`config.mk`:
```
export PLATFORM = sky130hd
export DESIGN_NAME = fire_responder
export DESIGN_NICKNAME = d
export VERILOG_FILES = /design/src/rtl/smart_home_pkg.sv /design/src/rtl/beep_gen.sv /design/src/rtl/fire_responder.sv
export SDC_FILE = /design/constraint.sdc
export NUM_CORES = 1
export LEC_CHECK = 0
export CELL_PAD_IN_SITES_DETAIL_PLACEMENT = 1
export CELL_PAD_IN_SITES_GLOBAL_PLACEMENT = 1
export CORE_MARGIN = 4
export CORE_UTILIZATION = 40
export CTS_BUF_LIST = sky130_fd_sc_hd__clkbuf_2
export DETAILED_ROUTE_END_ITERATION = 7
export GPL_ROUTABILITY_DRIVEN = 1
export MAX_ROUTING_LAYER = met4
export PLACE_DENSITY_LB_ADDON = 0.1
export SYNTH_ARGS = -nofsm -noshare
export SYNTH_HDL_FRONTEND = slang
export SYNTH_HIERARCHICAL = 1
export SYNTH_SLANG_ARGS = --single-unit
```
`constraint.sdc`:
```
create_clock -name clk -period 4.6 [get_ports clk]
set_clock_uncertainty 0.15 [all_clocks]
set_input_delay 1.15 -clock clk [delete_from_list [all_inputs] [get_ports clk]]
set_output_delay 1.15 -clock clk [all_outputs]
set_load 0.005 [all_outputs]
```
`src/rtl/smart_home_pkg.sv`:
```
// Shared encodings and default timing for the smart-home controller channels.
// Used by fire_responder and its beep generator.
package smart_home_pkg;

    typedef enum logic [1:0] {
        FR_IDLE      = 2'd0,
        FR_SOUNDING  = 2'd1,
        FR_SILENCED  = 2'd2,
        FR_ESCALATED = 2'd3
    } fr_state_e;

    localparam int unsigned FR_BEEP_ON        = 4;
    localparam int unsigned FR_BEEP_OFF       = 4;
    localparam int unsigned FR_ESC_TIMEOUT    = 64;
    localparam int unsigned FR_SILENCE_CYCLES = 32;

    // Width of a counter that runs 0..terminal-1, never narrower than one bit.
    function automatic int unsigned fr_cnt_width(input int unsigned terminal);
        return (terminal > 1) ? $clog2(terminal) : 1;
    endfunction

endpackage

```
`src/rtl/beep_gen.sv`:
```
// Siren beep phase counter: synchronous clear and enable, reports whether the
// phase being loaded this edge falls in the audible part of the period.
module beep_gen
    import smart_home_pkg::*;
#(
    parameter int unsigned BEEP_ON  = FR_BEEP_ON,
    parameter int unsigned BEEP_OFF = FR_BEEP_OFF
) (
    input  logic clk,
    input  logic rst,
    input  logic clr,
    input  logic en,
    output logic level_next
);

    localparam int unsigned PERIOD = BEEP_ON + BEEP_OFF;
    localparam int unsigned PW     = fr_cnt_width(PERIOD);

    logic [PW-1:0] phase_q, phase_d;

    always_comb begin
        phase_d = phase_q;
        if (clr) begin
            phase_d = '0;
        end else if (en) begin
            phase_d = (phase_q == PW'(PERIOD - 1)) ? '0 : phase_q + 1'b1;
        end
        level_next = (phase_d < PW'(BEEP_ON));
    end

    always_ff @(posedge clk) begin
        if (rst) begin
            phase_q <= '0;
        end else begin
            phase_q <= phase_d;
        end
    end

endmodule

```
`src/rtl/fire_responder.sv`:
```
// Fire-channel alarm responder: beeping siren, ack/silence window and, when
// FIRE_DISPATCH_EN is defined, latched escalation with an external dispatch line.
module fire_responder
    import smart_home_pkg::*;
#(
    parameter int unsigned BEEP_ON        = FR_BEEP_ON,
    parameter int unsigned BEEP_OFF       = FR_BEEP_OFF,
    parameter int unsigned SILENCE_CYCLES = FR_SILENCE_CYCLES
`ifdef FIRE_DISPATCH_EN
    ,
    parameter int unsigned ESC_TIMEOUT    = FR_ESC_TIMEOUT
`endif
) (
    input  logic       clk,
    input  logic       rst,
    input  logic       f_alarm,
    input  logic       ack,
    output logic       siren,
    output logic       dispatch,
    output logic [1:0] state
);

    localparam int unsigned SW = fr_cnt_width(SILENCE_CYCLES);

    fr_state_e     state_q, state_d;
    logic          siren_q, siren_d;
    logic [SW-1:0] sil_q, sil_d;
    logic          beep_clr, beep_en, beep_level;

`ifdef FIRE_DISPATCH_EN
    localparam int unsigned EW = fr_cnt_width(ESC_TIMEOUT);

    logic [EW-1:0] esc_q, esc_d;
    logic          dispatch_q, dispatch_d;
`endif

    always_comb begin
        state_d = state_q;
        sil_d   = sil_q;
`ifdef FIRE_DISPATCH_EN
        esc_d   = esc_q;
`endif
        unique case (state_q)
            FR_IDLE: begin
                if (f_alarm) begin
                    state_d = FR_SOUNDING;
`ifdef FIRE_DISPATCH_EN
                    esc_d   = '0;
`endif
                end
            end
            FR_SOUNDING: begin
                if (!f_alarm) begin
                    state_d = FR_IDLE;
                end else if (ack) begin
                    state_d = FR_SILENCED;
                    sil_d   = '0;
`ifdef FIRE_DISPATCH_EN
                end else if (esc_q == EW'(ESC_TIMEOUT - 1)) begin
                    state_d = FR_ESCALATED;
                end else begin
                    esc_d   = esc_q + 1'b1;
`endif
                end
            end
            FR_SILENCED: begin
                if (!f_alarm) begin
                    state_d = FR_IDLE;
                end else if (sil_q == SW'(SILENCE_CYCLES - 1)) begin
                    state_d = FR_SOUNDING;
`ifdef FIRE_DISPATCH_EN
                    esc_d   = '0;
`endif
                end else begin
                    sil_d   = sil_q + 1'b1;
                end
            end
`ifdef FIRE_DISPATCH_EN
            FR_ESCALATED: begin
                // Latched: only an occupant ack after the fire has cleared releases it.
                if (ack && !f_alarm) begin
                    state_d = FR_IDLE;
                end
            end
`endif
            default: state_d = FR_IDLE;
        endcase
    end

    // Phase restarts on every entry into SOUNDING so the first cycle is audible.
    assign beep_clr = (state_d == FR_SOUNDING) && (state_q != FR_SOUNDING);
    assign beep_en  = (state_q == FR_SOUNDING);

    beep_gen #(
        .BEEP_ON  (BEEP_ON),
        .BEEP_OFF (BEEP_OFF)
    ) u_beep_gen (
        .clk        (clk),
        .rst        (rst),
        .clr        (beep_clr),
        .en         (beep_en),
        .level_next (beep_level)
    );

    always_comb begin
        siren_d = (state_d == FR_SOUNDING) && beep_level;
`ifdef FIRE_DISPATCH_EN
        siren_d    = siren_d || (state_d == FR_ESCALATED);
        dispatch_d = (state_d == FR_ESCALATED);
`endif
    end

    always_ff @(posedge clk) begin
        if (rst) begin
            state_q    <= FR_IDLE;
            siren_q    <= 1'b0;
            sil_q      <= '0;
`ifdef FIRE_DISPATCH_EN
            esc_q      <= '0;
            dispatch_q <= 1'b0;
`endif
        end else begin
            state_q    <= state_d;
            siren_q    <= siren_d;
            sil_q      <= sil_d;
`ifdef FIRE_DISPATCH_EN
            esc_q      <= esc_d;
            dispatch_q <= dispatch_d;
`endif
        end
    end

    assign siren = siren_q;
    assign state = state_q;
`ifdef FIRE_DISPATCH_EN
    assign dispatch = dispatch_q;
`else
    assign dispatch = 1'b0;
`endif

endmodule

```
### Word level (Yosys, flattened, before mapping)

Index checks and enable logic that the tools add are counted.

* add/sub/neg operators: 2
* order comparisons: 1
* equal/unequal tests: 10
* multiplexer cells: 14
* reduce and logical (&&, ||, !) cells: 5

Operators by type and width (number)
* $mux W5: 4
* $mux W2: 5
* $pmux W5 S2: 1
* $mux W3: 3
* $ne A2 B2 Y1 const B: 4
* $pmux W2 S3: 1
* $add A5 B1 Y5 const B: 1
* $eq A5 B5 Y1 const B: 1
* $reduce_and A5 Y1: 1
* $eq A2 B1 Y1 const B: 2
* $add A3 B1 Y3 const B: 1
* $eq A3 B3 Y1 const B: 1
* $lt A3 B3 Y1 const B: 1
* $eq A2 B2 Y1 const B: 1
* $logic_and A1 B1 Y1: 2
* $logic_not A2 Y1: 1
* $ne A2 B1 Y1 const B: 1
* $reduce_bool A2 Y1: 1

* register bits after elaboration: 11
* bits of input ports: 4
* logic and storage cells: 36

### Logic depth before layout (Yosys ltp)

Gate-level depths: netlist of the first run.

* word-level depth: 9
* mapped depth: 7

### Cells and area by module

Netlist of the first run, hierarchy kept.

Modules (own cells, without submodules)
* fire_responder: instances 1, cells an instance 47, area an instance 436.7 µm²
* beep_gen: instances 1, cells an instance 13, area an instance 148.9 µm²

### Worst setup path before layout of the first run

No wires, ideal clock.

* path kind: input to register
* from: input port f_alarm
* to: register sil_q[3]
* library setup time: 0.088 ns
* arrival: 1.738 ns
* required time: 4.362 ns
* setup slack: 2.624 ns
* stages on the path: 3
* path through: and4bb_4 a41oi_2 a311oi_2

* longest elaborated chain between the ends: 2
* elaborated cells between the ends (all ways): 3
* those cells by class: eq/ne: 2; reduce/logical: 1

Ends and longest elaborated chain
* start: declaration: line fire_responder.sv:16 `input logic f_alarm,`
* $ne A2 B2 Y1 (no line)
* $reduce_and A5 Y1 (no line) (*)
* end signal: assignment: line fire_responder.sv:125 `sil_q <= sil_d;`
* end: declaration: line fire_responder.sv:27 `logic [SW-1:0] sil_q, sil_d;`

Mark *: on every way between the ends. The rest lies on a longest branch, timed or not.
A chain may end at the register's enable or synchronous reset.

### Worst setup path after layout of the first run

* from: register state_q[1] (netlist: state[1])
* to: output port state[1]

RTL lines
* start: declaration: line fire_responder.sv:25 `fr_state_e state_q, state_d;`
* start signal: assignment: line fire_responder.sv:123 `state_q <= state_d;`
* end: declaration: line fire_responder.sv:20 `output logic [1:0] state`

No word-level cell between the ends.

==> summary.md, run 1 <==
| Metric | Value |
|---|---|
| Final wirelength | `around 1300 um` |
| Switching Share | `0.253` |
| Number of global-route vias before repair | `just under 500` |
| Status | `complete, no violations` |
| Critical path class | `flip-flop to output port` |
| Worst Path Required | `about 3.3 ns` |
| Sequential power share | `0.577` |
| Initial DRT Pass Iterations | `4` |
| Max clock buf depth | `2` |
| Ys Warns | `6` |
| Wire per inst | `15.2 um` |
| Worst path cell trace | `clkdlybuf4s50_1` |
| Max Fanout on Critical Path | `11` |
| Family with the most delay on the worst path | `buffers and inverters` |
| # rows | `13` |
| Fmax | `0.374 GHz` |
| DP HPWL | `958 um` |
| Internal power | `129 uW` |
| Worst vdd ir | `0.000144 V` |
| Core ar. | `1330 um^2` |
| Via/cell ratio | `5.88` |
| Inserted Clock Buffers | `3` |
| Global-route wire length before repair | `2160 um` |
| Slew Limit Fails | `0` |
| Synth unique cells | `28` |
| CP peak stage delay | `0.57 ns` |
| Combinational Power Share | `0.100` |
| Critical path startpoint category | `flip-flop` |
| Final ANT Viol Nets | `0` |
| Cell taking the most area after synthesis | `dfxtp_1` |
| Final GP Congestion | `0.698` |
| Switching power | `43.5 uW` |
| Root cell of the clock tree | `clkbuf_2` |
| Largest net degree at the start of global routing | `12` |
| Height of the die | `roughly 46 um` |
| Synthesized instance count | `60` |
| Post CTS Setup Buffer Count | `0` |
| Unrepaired setup endpoints after global routing | `false` |
| Syn Nets | `68` |
| Max_cap viols | `0` |
| Post_cts resized | `0` |
| Via count | `488` |
| Hold Crit Start | `sil_q[4]` |
| GR Util All Layers | `0.147` |
| Die Span X | `46.3 um` |
| Die area | `2140 um^2` |
| Min-delay worst type | `flip-flop to flip-flop` |
| Final Cycle Share | `0.581` |
| CP Launch Point | `state[1]` |
| Synth Flop Type | `dfxtp_1` |
| H-tree levels | `1` |
| Worst Path Arrival | `~1.4 ns` |
| CP Buf/Inv Count | `1` |
| Flop and latch count out of synthesis | `11` |
| I/O Buffers | `6` |
| Clock tree from TritonCTS | `built` |
| Post-route DRC violation count | `0` |
| Setup TNS | `0 ns` |
| Seq/Total Area, Yosys | `0.376` |
| Cts hold-fix bufs | `0` |
| Post-synth EDFFs | `0` |
| CTS Sinks | `11` |
| Grt total ovfl | `0` |
| Fin. Hold Viols | `0` |
| Netlist Area Pre-Place | `roughly 600 um^2` |
| Fin nets | `77` |
| Start of the worst register-to-register path | `sil_q[0]` |
| Pwr/cell area | `258 nW/um^2` |
| # diodes | `0` |
| Initial DRC count | `3` |
| Static Leak | `0.257 nW` |
| CP Capture Type | `output port` |
| Design Power | `172 uW` |
| Yosys top cell area share | `0.376` |
| Average cell area after synthesis | `9.76 um^2` |
| Clock slew at reported path FFs | `0.11 ns` |
| Share of flip-flops with an asynchronous set or reset | `0` |
| Layout cells sized above 1 | `0.147` |
| Starting Density | `0.439` |
| Top cells by area, synth | `dfxtp_1, ha_1, a21oi_1, mux2i_1, nand3_1` |
| Fillcell total | `156` |
| Initial antenna violation count | `0` |
| I/O pin count | `8` |
| Crit path time final | `around 2.7 ns` |
| Clock share of power | `0.323` |
| Area growth syn-to-layout | `14.3%` |
| Slowest-stage cell, CP | `clkdlybuf4s50_1` |
| Clk_lat worst skew | `about 0.25 ns` |
| Setup violators final | `0` |
## Yosys cell counts (all sizes together), types with 2 or more instances
cell type  number
nand3           4
ha              4
buf             2
mux2i           2
a21oi           7
dfxtp          11
nand2           4
nand4           2
nand2b          3
nor3            2
inv             2
a311oi          2
## cell families after synthesis
group / count (synthesis) / synth area share
AO/OA/AOI/OAI: 12 / 0.165
other: 1 / 0.00640
AND/OR/NAND/NOR: 26 / 0.295
multiplexers: 2 / 0.0342
adder cells (fa/ha/maj): 4 / 0.0855
flip-flops: 11 / 0.376
buffers and inverters: 4 / 0.0385
## power by group through the flow
stage | sequential [mW] | clock, mW | combinational (mW)
final | 0.0994 | 0.0557 | 0.0173
after global routing | 0.0998 | 0.0621 | 0.0188
after CTS | 0.0995 | 0.0581 | 0.0174
after detailed placement | 0.102 | 0 | 0.0173
after global placement | 0.101 | 0 | 0.0170
after floorplan | 0.101 | 0 | 0.00939
## layout make-up
type | count | area [um^2] | area share
timing repair buffer | 6 | 60.1 | 0.0897
tap | 15 | 18.8 | 0.0280
sequential | 11 | 220 | 0.329
inverter | 2 | 7.51 | 0.0112
multi-input combinational | 45 | 343 | 0.512
clock buffer | 4 | 20.0 | 0.0299
## cell usage in the layout (no fill, tap or decap), drive strengths merged
master | netlist | routed
and3b | 1 | 1
conb | 1 | 1
nand2b | 3 | 3
inv | 2 | 2
nor2 | 1 | 1
a41oi | 1 | 1
and4bb | 1 | 1
and3 | 1 | 1
a311oi | 2 | 2
nor3b | 1 | 1
nand4 | 2 | 2
or3b | 1 | 1
nand3 | 4 | 4
nand4b | 1 | 1
or2 | 1 | 1
clkbuf | 0 | 4
nor4bb | 1 | 1
a21oi | 7 | 7
mux2i | 2 | 2
dfxtp | 11 | 11
clkdlybuf4s50 | 0 | 6
nor3 | 2 | 2
and2b | 1 | 1
a211oi | 1 | 1
nand2 | 4 | 4
o2bb2ai | 1 | 1
nand4bb | 1 | 1
ha | 4 | 4
## per-layer routing
| metal | vias to the layer above | track usage | share of wire |
|---|---|---|---|
| li1 | 241 | - | - |
| met1 | 235 | 0.179 | 0.48 |
| met2 | 10 | 0.225 | 0.47 |
| met3 | 2 | 0.0352 | 0.048 |
| met4 | 0 | 0.0682 | 0.0079 |
| met5 | - | - | 0 |
## metrics by stage
step	instance area [um^2]	setup WS [ns]	hold WS [ns]	utilization	cells
2_1_floorplan	586	2.62	0.292	-	60
3_3_place_gp	649	1.86	0.313	0.487	79
3_5_place_dp	649	1.82	0.366	0.487	79
4_1_cts	669	1.92	0.382	0.502	83
5_1_grt	669	1.86	0.403	0.502	83
6_report	669	1.93	0.367	0.502	83
## sequential cells by signal, indices dropped and copies added, names as in the netlist
register	count
state	2
sil_q	5
siren	1
u_beep_gen/phase_q	3
## path summary, 6_finish.rpt
path,end,slack (ns),cells past startpoint
worst max-delay path,state[1],1.93,1
worst min-delay path,sil_q[4],0.37,2
worst max register to register,siren,2.60,7
worst min register to register,sil_q[4],0.37,2
(Power assumes the default switching activity.)
==> inputs of run 2 (changes only) <==
==> constraint.sdc (replaced) <==
create_clock -name clk -period 2.75 [get_ports clk]
set_clock_uncertainty 0.15 [all_clocks]
set_input_delay 0.6875 -clock clk [delete_from_list [all_inputs] [get_ports clk]]
set_output_delay 0.6875 -clock clk [all_outputs]
set_load 0.005 [all_outputs]
==> results of run 2 <==
Same layout as run 1 (identical final DEF). Status: complete, no violations.
Among the figures that moved: setup slack after placement 1.82 ns -> 0.430 ns; setup slack after layout 1.93 ns -> 0.541 ns; register-to-register setup slack 2.60 ns -> 0.75 ns; total power 0.172 mW -> 0.288 mW; worst IR drop on VDD 0.000144 V -> 0.000241 V
==> inputs of run 3 (changes only) <==
==> constraint.sdc (replaced) <==
create_clock -name clk -period 2.14 [get_ports clk]
set_clock_uncertainty 0.15 [all_clocks]
set_input_delay 0.535 -clock clk [delete_from_list [all_inputs] [get_ports clk]]
set_output_delay 0.535 -clock clk [all_outputs]
set_load 0.005 [all_outputs]
==> run 3 against run 2 <==
Design area increased by 1.1%. Clock power increased by 30%. Combinational power increased by 36%. Sequential cell count unchanged. Cell count increased by 1.2%.
==> summary.md, run 3 (synthesis results as in run 1) <==
| Metric | Value |
|---|---|
| Slew Limit Fails | `0` |
| Unrepaired setup endpoints after global routing | `false` |
| Final Cycle Share | `0.959` |
| GR Util All Layers | `0.162` |
| Number of global-route vias before repair | `480` |
| Switching Share | `0.254` |
| # rows | `13` |
| Via/cell ratio | `5.88` |
| Clock tree from TritonCTS | `built` |
| Reg2reg path depth | `6` |
| Post-route DRC violation count | `0` |
| Initial DRT Pass Iterations | `4` |
| Reg2reg end | `sil_q[3]` |
| Final GP Congestion | `between 0.7 and 0.8` |
| Worst Slack Setup Final | `0.0868 ns` |
| Switching power | `94.8 uW` |
| Inserted Clock Buffers | `3` |
| Family with the most delay on the worst path | `buffers and inverters` |
| Max_cap viols | `0` |
| Worst path cell trace | `clkdlybuf4s50_1` |
| Worst path depth | `1` |
| Commonest non-fill, non-tap cell in the layout | `dfxtp_1` |
| Design Power | `373 uW` |
| Internal power | `279 uW` |
| Via count | `494` |
| CP peak stage delay | `about 0.57 ns` |
| Worst reg2reg setup slack | `0.12 ns` |
| Layout cells sized above 1 | `0.159` |
| Worst Path Arrival | `around 1.4 ns` |
| Critical path class | `flip-flop to output port` |
| Height of the die | `46.3 um` |
| Min-delay worst type | `flip-flop to flip-flop` |
| Clk_lat worst skew | `0.26 ns` |
| Wire per inst | `roughly 16 um` |
| Die Span X | `46.3 um` |
| Crit path time final | `approximately 2.1 ns` |
| Clock slew at reported path FFs | `0.11 ns` |
| Area growth syn-to-layout | `15.6%` |
| Fin. Hold Viols | `0` |
| CP Launch Point | `state[1]` |
| Post_cts resized | `0` |
| I/O pin count | `8` |
| Combinational Power Share | `0.105` |
| Setup TNS | `0 ns` |
| Max Fanout on Critical Path | `11` |
| Critical path startpoint category | `flip-flop` |
| Placed Instances | `80` |
| Slowest-stage cell, CP | `clkdlybuf4s50_1` |
| # diodes | `0` |
| Root cell of the clock tree | `clkbuf_2` |
| Initial antenna violation count | `0` |
| Core ar. | `1330 um^2` |
| Most frequent cells in the layout | `dfxtp_1, a21oi_1, clkdlybuf4s50_1` |
| CP Capture Type | `output port` |
| Worst Path Required | `1.45 ns` |
| Static Leak | `0.262 nW` |
| Max FFs per register | `5` |
| CTS Sinks | `11` |
| Fillcell total | `approximately 160` |
| Setup violators final | `0` |
| I/O Buffers | `6` |
| Setup WS pre-CTS | `0.0501 ns` |
| Clock share of power | `0.323` |
| Cts hold-fix bufs | `0` |
| Biggest register | `sil_q` |
| Final wirelength | `between 1000 and 1500 um` |
| CP Buf/Inv Count | `1` |
| Start of the worst register-to-register path | `sil_q[0]` |
| Die area | `approximately 2100 um^2` |
| Fin nets | `78` |
| Initial DRC count | `6` |
| Sequential power share | `0.572` |
| Starting Density | `0.439` |
| DP HPWL | `around 1000 um` |
| Status | `complete, no violations` |
| H-tree levels | `1` |
| Pwr/cell area | `552 nW/um^2` |
| Final Instance Count excl. Fillers | `between 80 and 90` |
| Largest net degree at the start of global routing | `12` |
| Hold path cells | `2` |
| Fmax | `0.487 GHz` |
| Global-route wire length before repair | `2280 um` |
| Post CTS Setup Buffer Count | `0` |
| Final ANT Viol Nets | `0` |
| Max clock buf depth | `2` |
| Grt total ovfl | `0` |
| Worst vdd ir | `between 0.0002 and 0.0003 V` |
| Crit path to | `state[1]` |
[run 3: power by group through the flow]
| stage | Sequential, mW | Clock (mW) | Combinational [mW] |
|---|---|---|---|
| floorplan | 0.217 | 0 | 0.0202 |
| global placement | 0.218 | 0 | 0.0386 |
| detailed placement | 0.218 | 0 | 0.0392 |
| CTS | 0.214 | 0.123 | 0.0394 |
| global route | 0.215 | 0.134 | 0.0434 |
| finish | 0.213 | 0.121 | 0.0392 |
[run 3: worst min path at each step]
| stage | from | end |
|---|---|---|
| after detailed placement | sil_q[4] | sil_q[4] |
| after floorplan | sil_q[4] | sil_q[4] |
| final | sil_q[4] | sil_q[4] |
| after global routing | sil_q[4] | sil_q[4] |
| after CTS | sil_q[4] | sil_q[4] |
| after global placement | sil_q[4] | sil_q[4] |
[run 3: final cells by class]
cell class	instances	area, um^2	share of cell area
multi-input combinational	45	343	0.506
timing repair buffer	7	67.6	0.0998
clock buffer	4	20.0	0.0296
inverter	2	7.51	0.0111
tap	15	18.8	0.0277
sequential	11	220	0.325
[run 3: metal layers]
| metal | up-vias | track usage | wire length (um) |
|---|---|---|---|
| met5 | - | - | 0 |
| met4 | 0 | 0.0852 | 28 |
| met3 | 5 | 0.0234 | 88 |
| met2 | 13 | 0.250 | 603 |
| met1 | 236 | 0.200 | 602 |
| li1 | 240 | - | - |
[run 3: metrics by stage]
step,instance area [um^2],hold WS (ns),utilization
global route,677,0.365,0.508
detailed placement,657,0.323,0.492
CTS,677,0.339,0.508
global placement,657,0.315,0.492
finish,677,0.336,0.508
floorplan,586,0.292,-
